<file path="src/rtl/io_stream_loader_pkg.sv">
// Shared state encodings and config-slot indices for the pad stream loader.
package loader_pkg;

    typedef enum logic [2:0] {
        CFG      = 3'd0,
        INSTR    = 3'd1,
        DATA_IN  = 3'd2,
        COMPUTE  = 3'd3,
        DATA_OUT = 3'd4
    } ldr_state_t;

    // Sub-steps of one outbound word: read, capture, low half, high half.
    typedef enum logic [1:0] {
        OUT_RD  = 2'd0,
        OUT_CAP = 2'd1,
        OUT_LO  = 2'd2,
        OUT_HI  = 2'd3
    } out_step_t;

    localparam int CFG_NINSTR  = 0;
    localparam int CFG_NIN     = 1;
    localparam int CFG_INBASE  = 2;
    localparam int CFG_NOUT    = 3;
    localparam int CFG_OUTBASE = 4;

endpackage

</file>
<file path="src/rtl/io_stream_loader_packer.sv">
// Joins two consecutive inbound half-words (low first) into one 32-bit word,
// pulsing word_vld_o for one cycle right after the high half is accepted.
module half_word_packer (
    input  logic        clk,
    input  logic        rst_n,
    input  logic        clear_i,
    input  logic        hw_vld_i,
    input  logic [15:0] hw_data_i,
    output logic        phase_o,
    output logic        word_vld_o,
    output logic [31:0] word_o
);

    logic        phase_q;
    logic        word_vld_q;
    logic [15:0] lo_q;
    logic [31:0] word_q;

    always_ff @(posedge clk or negedge rst_n) begin
        if (!rst_n) begin
            phase_q    <= 1'b0;
            word_vld_q <= 1'b0;
            lo_q       <= '0;
            word_q     <= '0;
        end else begin
            word_vld_q <= 1'b0;
            if (clear_i) begin
                phase_q <= 1'b0;
            end else if (hw_vld_i) begin
                if (!phase_q) begin
                    lo_q    <= hw_data_i;
                    phase_q <= 1'b1;
                end else begin
                    word_q     <= {hw_data_i, lo_q};
                    word_vld_q <= 1'b1;
                    phase_q    <= 1'b0;
                end
            end
        end
    end

    assign phase_o    = phase_q;
    assign word_vld_o = word_vld_q;
    assign word_o     = word_q;

endmodule

</file>
<file path="src/rtl/io_stream_loader.sv">
// Chip-side endpoint of the 16-bit pad stream: loads config, instructions and
// data batches, starts the core, then streams results back as half-words.
module io_stream_loader
    import loader_pkg::*;
#(
    parameter int NUM_CONFIGS = 5,
    parameter int IADDR_W     = 8,
    parameter int DADDR_W     = 12
) (
    input  logic               clk,
    input  logic               rst_n,
    input  logic [15:0]        in_data,
    input  logic               in_vld,
    output logic               in_rdy,
    output logic [15:0]        out_data,
    output logic               out_vld,
    input  logic               out_rdy,
    output logic               instr_wen,
    output logic [IADDR_W-1:0] instr_addr,
    output logic [31:0]        instr_wdata,
    output logic               mem_wen,
    output logic               mem_ren,
    output logic [DADDR_W-1:0] mem_addr,
    output logic [31:0]        mem_wdata,
    input  logic [31:0]        mem_rdata,
    output logic               core_start,
    input  logic               core_done,
    output logic [2:0]         dbg_state_o
);

    localparam int IDX_W = $clog2(NUM_CONFIGS);

    // Both streams transfer on (vld & rdy) at posedge clk; a valid, once raised,
    // holds its data stable until the matching ready accepts it.
    ldr_state_t         state_q;
    out_step_t          step_q;
    logic [DADDR_W-1:0] cfg_q [NUM_CONFIGS];
    logic [IDX_W-1:0]   idx_q;
    logic [DADDR_W-1:0] cnt_q;
    logic [DADDR_W-1:0] cnt_d;
    logic               in_rdy_q;
    logic               core_start_q;
    logic               mem_ren_q;
    logic               out_vld_q;
    logic [31:0]        hold_q;

    logic               in_hs;
    logic               pk_phase;
    logic               pk_word_vld;
    logic [31:0]        pk_word;
    logic               in_last_word;

    assign in_hs = in_vld & in_rdy_q;
    assign cnt_d = cnt_q + 1'b1;

    half_word_packer u_packer (
        .clk        (clk),
        .rst_n      (rst_n),
        .clear_i    (state_q == CFG),
        .hw_vld_i   (in_hs),
        .hw_data_i  (in_data),
        .phase_o    (pk_phase),
        .word_vld_o (pk_word_vld),
        .word_o     (pk_word)
    );

    // High half of the final batch word: stop accepting before the write lands.
    assign in_last_word = (state_q == DATA_IN) && in_hs && pk_phase &&
                          (cnt_q == cfg_q[CFG_NIN]);

    always_ff @(posedge clk or negedge rst_n) begin
        if (!rst_n) begin
            state_q      <= CFG;
            step_q       <= OUT_RD;
            idx_q        <= '0;
            cnt_q        <= '0;
            for (int i = 0; i < NUM_CONFIGS; i++) cfg_q[i] <= '0;
            in_rdy_q     <= 1'b0;
            core_start_q <= 1'b0;
            mem_ren_q    <= 1'b0;
            out_vld_q    <= 1'b0;
            hold_q       <= '0;
        end else begin
            core_start_q <= 1'b0;
            mem_ren_q    <= 1'b0;
            case (state_q)
                CFG: begin
                    in_rdy_q <= 1'b1;
                    if (in_hs) begin
                        cfg_q[idx_q] <= in_data[DADDR_W-1:0];
                        if (idx_q == IDX_W'(NUM_CONFIGS - 1)) begin
                            idx_q   <= '0;
                            cnt_q   <= '0;
                            state_q <= INSTR;
                        end else begin
                            idx_q <= idx_q + 1'b1;
                        end
                    end
                end
                INSTR: begin
                    if (pk_word_vld) begin
                        if (cnt_q == cfg_q[CFG_NINSTR]) begin
                            cnt_q   <= '0;
                            state_q <= DATA_IN;
                        end else begin
                            cnt_q <= cnt_d;
                        end
                    end
                end
                DATA_IN: begin
                    if (in_last_word) in_rdy_q <= 1'b0;
                    if (pk_word_vld) begin
                        if (cnt_q == cfg_q[CFG_NIN]) begin
                            cnt_q        <= '0;
                            core_start_q <= 1'b1;
                            state_q      <= COMPUTE;
                        end else begin
                            cnt_q <= cnt_d;
                        end
                    end
                end
                COMPUTE: begin
                    if (core_done) begin
                        cnt_q     <= '0;
                        step_q    <= OUT_RD;
                        mem_ren_q <= 1'b1;
                        state_q   <= DATA_OUT;
                    end
                end
                DATA_OUT: begin
                    case (step_q)
                        OUT_RD:  step_q <= OUT_CAP;
                        OUT_CAP: begin
                            hold_q    <= mem_rdata;
                            out_vld_q <= 1'b1;
                            step_q    <= OUT_LO;
                        end
                        OUT_LO: begin
                            if (out_rdy) step_q <= OUT_HI;
                        end
                        OUT_HI: begin
                            if (out_rdy) begin
                                out_vld_q <= 1'b0;
                                step_q    <= OUT_RD;
                                if (cnt_q == cfg_q[CFG_NOUT]) begin
                                    cnt_q    <= '0;
                                    in_rdy_q <= 1'b1;
                                    state_q  <= DATA_IN;
                                end else begin
                                    cnt_q     <= cnt_d;
                                    mem_ren_q <= 1'b1;
                                end
                            end
                        end
                        default: step_q <= OUT_RD;
                    endcase
                end
                default: state_q <= CFG;
            endcase
        end
    end

    assign in_rdy      = in_rdy_q;
    assign out_vld     = out_vld_q;
    assign out_data    = (step_q == OUT_HI) ? hold_q[31:16] : hold_q[15:0];
    assign core_start  = core_start_q;
    assign instr_wen   = pk_word_vld && (state_q == INSTR);
    assign instr_addr  = IADDR_W'(cnt_q);
    assign instr_wdata = pk_word;
    // Writes only happen in DATA_IN and reads only in DATA_OUT, so the strobes never overlap.
    assign mem_wen     = pk_word_vld && (state_q == DATA_IN);
    assign mem_ren     = mem_ren_q;
    assign mem_addr    = (state_q == DATA_OUT) ? cfg_q[CFG_OUTBASE] + cnt_q
                                               : cfg_q[CFG_INBASE] + cnt_q;
    assign mem_wdata   = pk_word;
    assign dbg_state_o = state_q;

endmodule

</file>
<file path="config.mk">
export PLATFORM = sky130hd
export DESIGN_NAME = io_stream_loader
export DESIGN_NICKNAME = d
export VERILOG_FILES = /design/src/rtl/io_stream_loader_pkg.sv /design/src/rtl/io_stream_loader_packer.sv /design/src/rtl/io_stream_loader.sv
export SDC_FILE = /design/constraint.sdc
export NUM_CORES = 1
export LEC_CHECK = 0
export CORE_AREA = 2 2 133 135
export CTS_CLUSTER_SIZE = 16
export DETAILED_ROUTE_END_ITERATION = 10
export DIE_AREA = 0 0 135 137
export HOLD_SLACK_MARGIN = 0.1
export PLACE_DENSITY = 0.74
export SLEW_MARGIN = 10
export SYNTH_ARGS = -nofsm -noshare
export SYNTH_HDL_FRONTEND = slang
export SYNTH_SLANG_ARGS = --single-unit
</file>
<file path="constraint.sdc">
create_clock -name clk -period 3.8 [get_ports clk]
set_input_delay 0.38 -clock clk [delete_from_list [all_inputs] [get_ports clk]]
set_output_delay 0.38 -clock clk [all_outputs]
set_load 0.01 [all_outputs]
</file>
# [Word-level counts from Yosys, hierarchy flattened]
# Index checks and enable logic that the tools add are counted.
# Widths: inputs -> output; s select.
[word_totals] reg_bits=166 wordCells=129
[op_classes] addsub=4 magnitude_cmp=2 n_eq_ne=25 n_mux=54 bitwise=4 n_reduce_logical=22
[op_table] cell="$mux 12" count=12
[op_table] cell="$bwmux 60" count=1
[op_table] cell="$pmux 12 s5" count=1
[op_table] cell="$demux 12 s3" count=1
[op_table] cell="$eq 12x12->1" count=3
[op_table] cell="$mux 3" count=11
[op_table] cell="$add 12x12->12" count=2
[op_table] cell="$mux 1" count=18
[op_table] cell="$ne 2x2->1 const B" count=9
[op_table] cell="$mux 16" count=1
[op_table] cell="$pmux 3 s5" count=1
[op_table] cell="$add 12x1->12 const B" count=1
[op_table] cell="$reduce_and 10->1" count=1
[op_table] cell="$reduce_and 3->1" count=3
[op_table] cell="$pmux 2 s4" count=1
[op_table] cell="$reduce_and 8->1" count=1
[op_table] cell="$eq 3x2->1 const B" count=2
[op_table] cell="$eq 3x3->1 const B" count=2
[op_table] cell="$logic_and 1x1->1" count=6
[op_table] cell="$mux 2" count=3
[op_table] cell="$ne 2x1->1 const B" count=3
[op_table] cell="$ne 3x3->1 const B" count=2
[op_table] cell="$reduce_bool 2->1" count=3
[op_table] cell="$reduce_and 5->1" count=1
[op_table] cell="18 further kinds" count=22

# [Longest topological paths before layout]
[depth] word_depth=6 ltp_mapped=14 depth_no_buf=12

# [Modules after synthesis]
# From an unflattened synthesis, not the netlist that was laid out.
[unflattened] hier_cells=673 hier_area_um2=8366.8
[by_module_without_submodules] module="io_stream_loader" instances=1 cells_per_inst=566 area_per_inst_um2=6487.5
[by_module_without_submodules] module="half_word_packer" instances=1 cells_per_inst=107 area_per_inst_um2=1879.3

# [Worst setup path before layout]
# OpenSTA, ideal clock, no wires.
[synth_timing] kind="reg-to-output" startpoint="register state_q[0], in the netlist dbg_state_o[0]" endpoint="output mem_addr[9]" arrival_ns=3.102 required_ns=3.420 path_slack_ns=0.318 stages_incl_launch_ff=13 path_buffers=3 path_cell_list="dfrtp_1 buf_2 nor2_1 and2_1 buf_2 buf_2 mux2_2 ha_1 o21a_1 a2111oi_0 or2_2 o21bai_1 xor2_1"
[synth_via] elab_chain_cells=2
[synth_lines] item="start: declaration" line_no="io_stream_loader.sv:35" rtl="ldr_state_t state_q;"
[synth_lines] item="start signal: assignment" line_no="io_stream_loader.sv:73" rtl="state_q <= CFG;"
[synth_lines] item="start signal: assignment" line_no="io_stream_loader.sv:94" rtl="state_q <= INSTR;"
[synth_lines] item="start signal: assignment" line_no="io_stream_loader.sv:104" rtl="state_q <= DATA_IN;"
[synth_lines] item="$eq 3x3->1" line_no="io_stream_loader.sv:173" rtl="assign mem_addr = (state_q == DATA_OUT) ? cfg_q[CFG_OUTBASE] + cnt_q"
[synth_lines] item="$mux 12" line_no="io_stream_loader.sv:173"
[synth_lines] item="end: declaration" line_no="io_stream_loader.sv:23" rtl="output logic [DADDR_W-1:0] mem_addr,"
# Every way passes these cells.

# [Final worst setup path]
[layout_timing] startpoint="register state_q[1], in the netlist dbg_state_o[1]" endpoint="output mem_addr[10]"
# Same word-level chain as after synthesis.

==> flow_metrics.env <==
export IMPL_wl_per_cell_um=16.7
export IMPL_cts_sinks=166
export IMPL_ir_drop_mv=0.300
export IMPL_path_clk_slew_ps=70
export IMPL_grt_pass1_vias=5791
export IMPL_io_pins=162
export IMPL_wl_um=18500
export IMPL_worstSetupEndpointType="output port"
export IMPL_grt_pass1_wl_um=29700
export IMPL_yosys_area_share_adder_pct=2.92
export IMPL_yosysWarnings=0
export IMPL_timing_rr_end="dbg_state_o[0]$_DFFE_PN0P_"
export IMPL_synth_edf_count=0
export IMPL_fin_total_pwr_uw=3620
export IMPL_timing_final_crit_share_pct=94.0
export IMPL_ys_flop_type="dfrtp_1"
export IMPL_syn_inst=736
export IMPL_synth_xor_area_share_pct=4.90
export IMPL_final_nets=939
export IMPL_coreArea_um2=17100
export IMPL_reg2regPathDepth=6
export IMPL_place_hpwl_um=12600
export IMPL_syn_avg_cell_area_um2=11.4
export IMPL_netlist_cell_type_count=61
export IMPL_num_fill_cells=1400
export IMPL_r2r_start="cnt_q[8]$_DFFE_PN0P_"
export IMPL_startpoint_type="flop"
export IMPL_initial_core_util_pct=49.3
export IMPL_overflow=0
export IMPL_die_x_um=135
export IMPL_stdcell_area_um2=10600
export IMPL_antenna_cells=0
export IMPL_clockRootBuffer="clkbuf_16"
export IMPL_clk_latency_ps=430
export IMPL_drtIter0Drc=258
export IMPL_synth_area_um2=8410
export IMPL_worstSetupPathType="flop to output port"
export IMPL_dr_pass1_iters=7
export IMPL_finalClockSkew_ps=7.59
export IMPL_hold_depth=2
export IMPL_hold_path_class="flop to flop"
export IMPL_areaGrowthSynthToFinish_pct=26.5
export IMPL_synth_mux_area_share_pct=19.3
export IMPL_fmax_mhz=280
export IMPL_setup_violations=0
export IMPL_track_usage_pct=20.7
export IMPL_tightest_slew_ps=1070
export IMPL_dp_cells=1071
export IMPL_synth_seq_area_share_pct=49.4
export IMPL_hold_end="u_packer.word_o[8]$_DFFE_PN0P_"
export IMPL_dieHeight_um=137
export IMPL_place_gp_congestion=0.806
export IMPL_status="complete, no violations"
export IMPL_synth_compound_area_share_pct=4.30
export IMPL_post_dp_cell_area_um2=10000
export IMPL_arrival_ps=3190
export IMPL_fin_cells=1105
export IMPL_ant_nets=0
export IMPL_synth_fp_nets=808
export IMPL_slew_viol_final=0
export IMPL_p_leak_uw=0.00527
export IMPL_finalHoldViolCount=0
export IMPL_synth_seq_cells=166
export IMPL_num_rows=48
export IMPL_final_cell_mix="dfrtp_1 (166), clkdlybuf4s50_1 (154), mux2_2 (126), nand2_1 (120), xor2_1 (40)"
export IMPL_fin_crit_ps=3570
export IMPL_powerDensity_nw_per_um2=340
export IMPL_drc=0
export IMPL_crit_required_ps=3420
export IMPL_avgViaCountPerCell=5.18
export IMPL_via_count=5720
export IMPL_crit_fanout=5
export IMPL_cts_tree="done"
export IMPL_clk_path_buf_depth=2
export IMPL_drive_gt1_share_pct=25.0
export IMPL_hp_start="u_packer.lo_q[8]$_DFFE_PN0P_"
export IMPL_cts_buffers=17
export IMPL_mostFrequentLayoutCell="dfrtp_1"
export IMPL_reg2reg_slack_ps=1300
export IMPL_slew_headroom_pct=28.6
export IMPL_antenna_found_initial=0
export IMPL_ys_async_sr_fraction_pct=100
export IMPL_die_area_um2=18500
export IMPL_placement_io_buffers=161
export IMPL_synth_top_family_by_area="multiplexers"
export IMPL_htree_levels=4
export IMPL_cap_violations=0
export IMPL_grt_max_degree=88
export IMPL_timing_setup_tns_ps=0
export IMPL_yosys_area_share_simple_pct=12.6
-- worst max-delay path: stages (launching register included) --
cell and delay (ps):
dfrtp_1 390, nor2_2 130, and2_4 190, mux2_2 340, ha_1 190, inv_1 70
fa_2 220, nor2b_1 50, o21ai_0 140, nand2b_1 130, a311o_1 430, a211o_1 270
nand3_1 80, clkbuf_2 130
-- worst max path at each step --
stage / from / endpoint
after floorplan: dbg_state_o[0]$_DFFE_PN0P_ / mem_addr[9]
after global placement: dbg_state_o[1]$_DFFE_PN0P_ / mem_addr[11]
after detailed placement: dbg_state_o[1]$_DFFE_PN0P_ / mem_addr[11]
after CTS: dbg_state_o[1]$_DFFE_PN0P_ / mem_addr[11]
after global routing: dbg_state_o[1]$_DFFE_PN0P_ / mem_addr[8]
final: dbg_state_o[1]$_DFFE_PN0P_ / mem_addr[10]
-- sequential cells by signal, indices dropped and copies added (netlist names) --
signal	flops
cfg_q	60
hold_q	32
u_packer.word_o	32
u_packer.lo_q	16
cnt_q	12
dbg_state_o	3
idx_q	3
step_q	2
core_start	1
in_rdy	1
mem_ren	1
out_vld	1
u_packer.phase_o	1
u_packer.word_vld_o	1
-- cells in the mapped netlist, types with 8 or more instances --
library cell	count	area [um^2]
dfrtp_1	166	4150
xor2_1	40	350
buf_2	20	100
buf_4	42	315
nor4_1	13	81.3
clkbuf_1	8	30.0
ha_1	18	225
mux2_2	126	1420
o21ai_0	23	115
inv_1	13	48.8
mux2_4	10	150
nor2_1	22	82.6
nand2_1	120	450
nand3_1	10	50.1
-- cell families (layout without fill, tap and decap cells) --
family	count (synthesis)	in the layout
flip-flops	166	166
AND/OR/NAND/NOR	218	218
buffers and inverters	90	234
multiplexers	141	141
XOR/XNOR	47	47
AO/OA/AOI/OAI	55	55
adder cells (fa/ha/maj)	19	19
-- layer usage --
| layer | up-vias | part of all wire [%] | GRT usage (%) | wire, um |
|---|---|---|---|---|
| li1 | 2742 | - | - | - |
| met1 | 2815 | 45 | 27.1 | 8240 |
| met2 | 139 | 48 | 33.5 | 8920 |
| met3 | 24 | 5.8 | 6.30 | 1080 |
| met4 | 0 | 1.3 | 5.67 | 236 |
| met5 | - | 0 | 0 | 0 |
-- stage by stage --
| stage | hold WS, ps | utilization (%) | setup slack (ps) |
|---|---|---|---|
| finish | 462 | 62.4 | 227 |
| global route | 481 | 62.4 | -1.07 |
| CTS | 465 | 62.2 | 74.7 |
| detailed placement | 449 | 58.6 | 103 |
| global placement | 444 | 58.6 | 85.5 |
| floorplan | 84.4 | - | 318 |
-- what timing repair did --
action / in CTS / in global routing
resized for setup: 11 / 12
hold buffers: 1 / 0
hold endpoints to repair: 85 / 0
buffers inserted: 0 / 1
pin swaps: 1 / 2
endpoints found under the setup margin: 6 / 4
-- final cells by class --
type                    instances  area [um^2]  area share [%]
clock inverters                13          146            1.38
repair buffers                189         1820            17.1
flip-flops and latches        166         4150            39.0
inverters                      13         48.8           0.459
well taps                     225          282            2.65
clock buffers                  19          453            4.26
multi-input cells             480         3730            35.1
-- power by group --
| group | internal, uW | switching [uW] | total [uW] |
|---|---|---|---|
| Sequential | 1770 | 0 | 1770 |
| Combinational | 51.3 | 59.4 | 111 |
| Clock | 1010 | 730 | 1740 |
| Total | 2830 | 790 | 3620 |
Power figures use the tool's default switching activity.
==> RTL change 1: new RTL, same settings <==
Encoding of `out_step_t`: now one-hot (4 bits for 4 values).
--- a/src/rtl/io_stream_loader_pkg.sv
+++ b/src/rtl/io_stream_loader_pkg.sv
@@ -10,11 +10,11 @@
     } ldr_state_t;
 
     // Sub-steps of one outbound word: read, capture, low half, high half.
-    typedef enum logic [1:0] {
-        OUT_RD  = 2'd0,
-        OUT_CAP = 2'd1,
-        OUT_LO  = 2'd2,
-        OUT_HI  = 2'd3
+    typedef enum logic [3:0] {
+        OUT_RD  = 4'b0001,
+        OUT_CAP = 4'b0010,
+        OUT_LO  = 4'b0100,
+        OUT_HI  = 4'b1000
     } out_step_t;
 
     localparam int CFG_NINSTR  = 0;
Behaviour: no difference found for any inputs over 10 cycles, from zero or initial values and one cycle with rst_n low; not proved beyond that.
==> RTL change 1 against the unedited design <==
Global-route usage is 0.33 points higher. Die area unchanged. Routed wire length is 1.1% higher. Final area down 1.3%. Worst setup slack improved by 0.046 ns. Sequential cell count up 2. Critical path depth unchanged. Area after synthesis down 0.94%. Utilization shrank 0.81 points.
Power is not compared: it rests on default switching activity, and its combinational part moved more than twofold at a synthesized area within 25%.
==> RTL change 1: results (changes against the unedited design) <==
========================================================================
Number of global-route vias before repair .................         5938   was 5791
Count of TritonRoute iterations in the first routing pass .            4   was 7
Pin count of the biggest net entering global routing ......          104   was 88
Compound-cell area share of the yosys netlist .............       3.966%   was 4.301%
Post-synthesis xor/xnor area fraction .....................       5.047%   was 4.896%
Async set-reset flop share out of synthesis ...............       100.0%   unchanged
Final setup skew ..........................................   0.01436 ns   was 0.007594 ns
Detailed-route wire length per cell .......................     17.53 um   was 16.72 um
Violation count after the first detailed-route iteration ..          342   was 258
Post-synthesis adder-cell area fraction ...................       2.343%   was 2.917%
Met2 Wirelength ...........................................      9177 um   was 8922 um
Yosys warning total .......................................            0   unchanged
Multiplexer area fraction after synthesis .................       21.45%   was 19.27%
Final weighted congestion in routability-driven placement .       0.8926   was 0.8061
Placed wire-length estimate ...............................     13250 um   was 12650 um
Top post-synthesis cells by area .......................... sky130_fd_sc_hd__dfrtp_1, sky130_fd_sc_hd__mux2_2, sky130_fd_sc_hd__buf_4   was sky130_fd_sc_hd__dfrtp_1, sky130_fd_sc_hd__mux2_2, sky130_fd_sc_hd__nand2_1
Worst Max-Slew Pin Slew ...................................    0.9508 ns   was 1.070 ns
Total number of nets in the final design ..................          896   was 939
Initial antenna violation count ...........................            0   unchanged
Share of post-route cells with drive strength above 1 .....       27.02%   was 25.00%
Data arrival time of the worst path .......................      3.15 ns   was 3.19 ns
Synth unique cells ........................................           51   was 61
Total via count after detailed routing ....................         5765   was 5720
Worst min-delay path class ................................ input port to asynchronous set/reset pin   was flop to flop
Sequential share of the synthesized area ..................       50.49%   was 49.40%
Wire length the detailed router placed on met1 ............      8189 um   was 8241 um
Number of nets in the synthesized netlist .................          767   was 808
Gr usage total ............................................       21.01%   was 20.69%
Filler Cells Inserted .....................................         1343   was 1400
Final WL ..................................................     18670 um   was 18480 um
Run status ................................................ finished clean   unchanged
First-pass GRT wire length ................................     30240 um   was 29680 um
Top cells by count, synth ................................. sky130_fd_sc_hd__dfrtp_1, sky130_fd_sc_hd__mux2_2, sky130_fd_sc_hd__nand2_1   unchanged
Placed cells ..............................................         1030   was 1071
Routed wl met3 ............................................      1106 um   was 1076 um
========================================================================
[RTL change 1: changes by cell type in the layout (fill, tap and decap cells not counted), sizes merged, moves of 4 or more]
cell | unedited run | this run
or2 | 4 | 0
clkinvlp | 5 | 1
nand2 | 120 | 56
nor3 | 10 | 18
nor2 | 22 | 29
ha | 18 | 14
mux2 | 137 | 156
nand3 | 11 | 25
nor2b | 7 | 3
[RTL change 1: repair_timing]
action | in CTS | in global routing
pin swaps | 1 | 0
endpoints found under the setup margin | 1 | 5
hold buffers | 0 | 0
cloned | 0 | 0
resized for setup | 1 | 11
setup buffers | 4 | 0
[RTL change 1: through the flow]
stage | cell area [um2] | power, mW | setup slack (ns)
global placement | 9912 | 6.023 | 0.3089
global route | 10500 | 8.185 | 0.08612
detailed placement | 9912 | 6.155 | 0.2141
finish | 10500 | 7.707 | 0.2729
CTS | 10480 | 7.784 | 0.02600
floorplan | 8329 | 4.886 | 0.4289
[RTL change 1: critical path: cells and delay by family, from the launching register on]
kind,cells,cell delay [ns]
buf+inv,4,0.92
simple gates,5,0.58
fa+ha+maj,1,0.43
flops,1,0.41
compound gates,2,0.28
xor+xnor,1,0.14
[RTL change 1: worst paths after layout]
check | start | to | slack [ns] | cells past startpoint
worst max-delay path | dbg_state_o[0] | mem_addr[6] | 0.27 | 13
min in group clk | out_vld | out_vld | 0.50 | 2
worst min register to register | out_vld | out_vld | 0.50 | 2
worst max register to register | cnt_q[8] | cnt_q[2] | 1.16 | 6
worst min-delay path | rst_n | hold_q[11] | 0.04 | 1
max in group asynchronous | rst_n | u_packer.word_o[8] | 2.59 | 2
[RTL change 1: cell type report]
type / instances / area share [%]
repair buffers: 186 / 17.19
flip-flops and latches: 168 / 40.04
multi-input cells: 442 / 34.48
well taps: 225 / 2.680
clock buffers: 22 / 4.420
clock inverters: 9 / 0.7267
inverters: 13 / 0.4646
[RTL change 1: cells by family after synthesis]
family	after synthesis
adder cells (fa/ha/maj)	15
AND/OR/NAND/NOR	168
AO/OA/AOI/OAI	52
buffers and inverters	89
flip-flops	168
XOR/XNOR	48
multiplexers	159
[RTL change 1: where the power goes]
part | switching (mW) | internal, mW | total [mW]
Clock | 0.670 | 0.926 | 1.60
Sequential | 0.503 | 2.46 | 2.97
Combinational | 1.32 | 1.82 | 3.14
Total | 2.49 | 5.21 | 7.71
[RTL change 1: per-layer routing]
layer	up-vias	global-route usage (%)
li1	2676	-
met1	2898	27.68
met2	172	35.53
met3	19	4.556
met4	0	5.382
met5	-	0
==> RTL change 2: new RTL, config.mk and constraints unchanged <==
Made on the original files. `IADDR_W`: 8 -> 7.
--- a/src/rtl/io_stream_loader.sv
+++ b/src/rtl/io_stream_loader.sv
@@ -4,7 +4,7 @@
     import loader_pkg::*;
 #(
     parameter int NUM_CONFIGS = 5,
-    parameter int IADDR_W     = 8,
+    parameter int IADDR_W     = 7,
     parameter int DADDR_W     = 12
 ) (
     input  logic               clk,
Ports: changed (resized instr_addr); port bits go from 162 to 161. No check against the original RTL was run, so the function may have changed too.
==> RTL change 2 against the unedited design <==
Area after synthesis about the same. Routed wire length decreased by 0.23%. Worst setup slack got worse by 0.086 ns. Global-route usage decreased by 0.18 points. Non-clock buffer count unchanged. Final cell count unchanged. Final area about the same. Synthesized cell count decreased by 0.14%. Critical endpoint is now mem_addr[9]. Sequential cell count unchanged. Total power decreased by 1.2%.
==> RTL change 2: results (changes against the unedited design) <==
===========================================================================
Final setup skew .............................................   0.01222 ns   was 0.007594 ns
Met2 Wirelength ..............................................      9067 um   was 8922 um
GR met1 Demand/Resource ......................................       26.93%   was 27.13%
Count of TritonRoute iterations in the first routing pass ....            4   was 7
Leakage power figure .........................................     5.263 nW   was 5.271 nW
Capturing element of the worst setup path ....................  mem_addr[9]   was mem_addr[10]
Internal power summed over all cells .........................     2.787 mW   was 2.826 mW
Filler Cells Inserted ........................................         1445   was 1400
Slack of the worst reg-to-reg path ...........................      1.22 ns   was 1.30 ns
Violation count after the first detailed-route iteration .....          245   was 258
Power density relative to cell area .......................... 336.1 mW/mm2   was 339.8 mW/mm2
Input/output buffers .........................................          160   was 161
Area of placed instances ..................................... 0.009991 mm2   was 0.01000 mm2
Worst hold slack after final layout ..........................    0.4618 ns   was 0.4622 ns
Share of the cycle needed by the critical path after routing .       96.30%   was 94.03%
First-pass GRT wire length ...................................     29570 um   was 29680 um
Pin count of the biggest net entering global routing .........           87   was 88
Top cells by count, synth .................................... sky130_fd_sc_hd__dfrtp_1, sky130_fd_sc_hd__mux2_2, sky130_fd_sc_hd__nand2_1   unchanged
Vias/cell ....................................................        5.170   was 5.176
Share of total power in the clock network ....................        47.5%   was 48.1%
Run status ................................................... finished clean   unchanged
Share of cell area taken by flip-flops and latches ...........       39.06%   was 39.04%
Capture endpoint of the worst hold path ...................... u_packer.word_o[9]   was u_packer.word_o[8]
Gr usage total ...............................................       20.51%   was 20.69%
Sequential share of the synthesized area .....................       49.45%   was 49.40%
Total via count after detailed routing .......................         5713   was 5720
Slowest cell on the critical path ............................ sky130_fd_sc_hd__dfrtp_1   was sky130_fd_sc_hd__a311o_1
Wire length the detailed router placed on met1 ...............      8120 um   was 8241 um
===========================================================================
==> RTL change 2: cell count changes after synthesis, sizes merged <==
cell,unedited run,this run
buf,69,68
==> RTL change 2: cells by family after synthesis <==
kind of cell | after synthesis | synth area share [%]
and+or+nand+nor | 218 | 12.59
DFF | 166 | 49.45
muxes | 141 | 19.29
buffers and inverters | 89 | 6.554
AOI/OAI and AO/OA | 55 | 4.304
xor gates and xnor gates | 47 | 4.900
adders and majority gates | 19 | 2.919
==> RTL change 2: timing repair <==
action	CTS	global route
pin swaps	3	4
cloned	0	0
resized for setup	18	6
hold buffers	1	0
endpoints found under the setup margin	6	3
hold endpoints to repair	80	0
buffers inserted	1	1
==> RTL change 2: worst max-delay path, delay by kind of cell (launching register included) <==
kind	cells	cell delay, ns
mux	1	0.32
buf+inv	3	0.57
compound gates	3	0.68
xor+xnor	1	0.14
simple gates	3	0.44
flops	1	0.39
fa+ha+maj	1	0.33
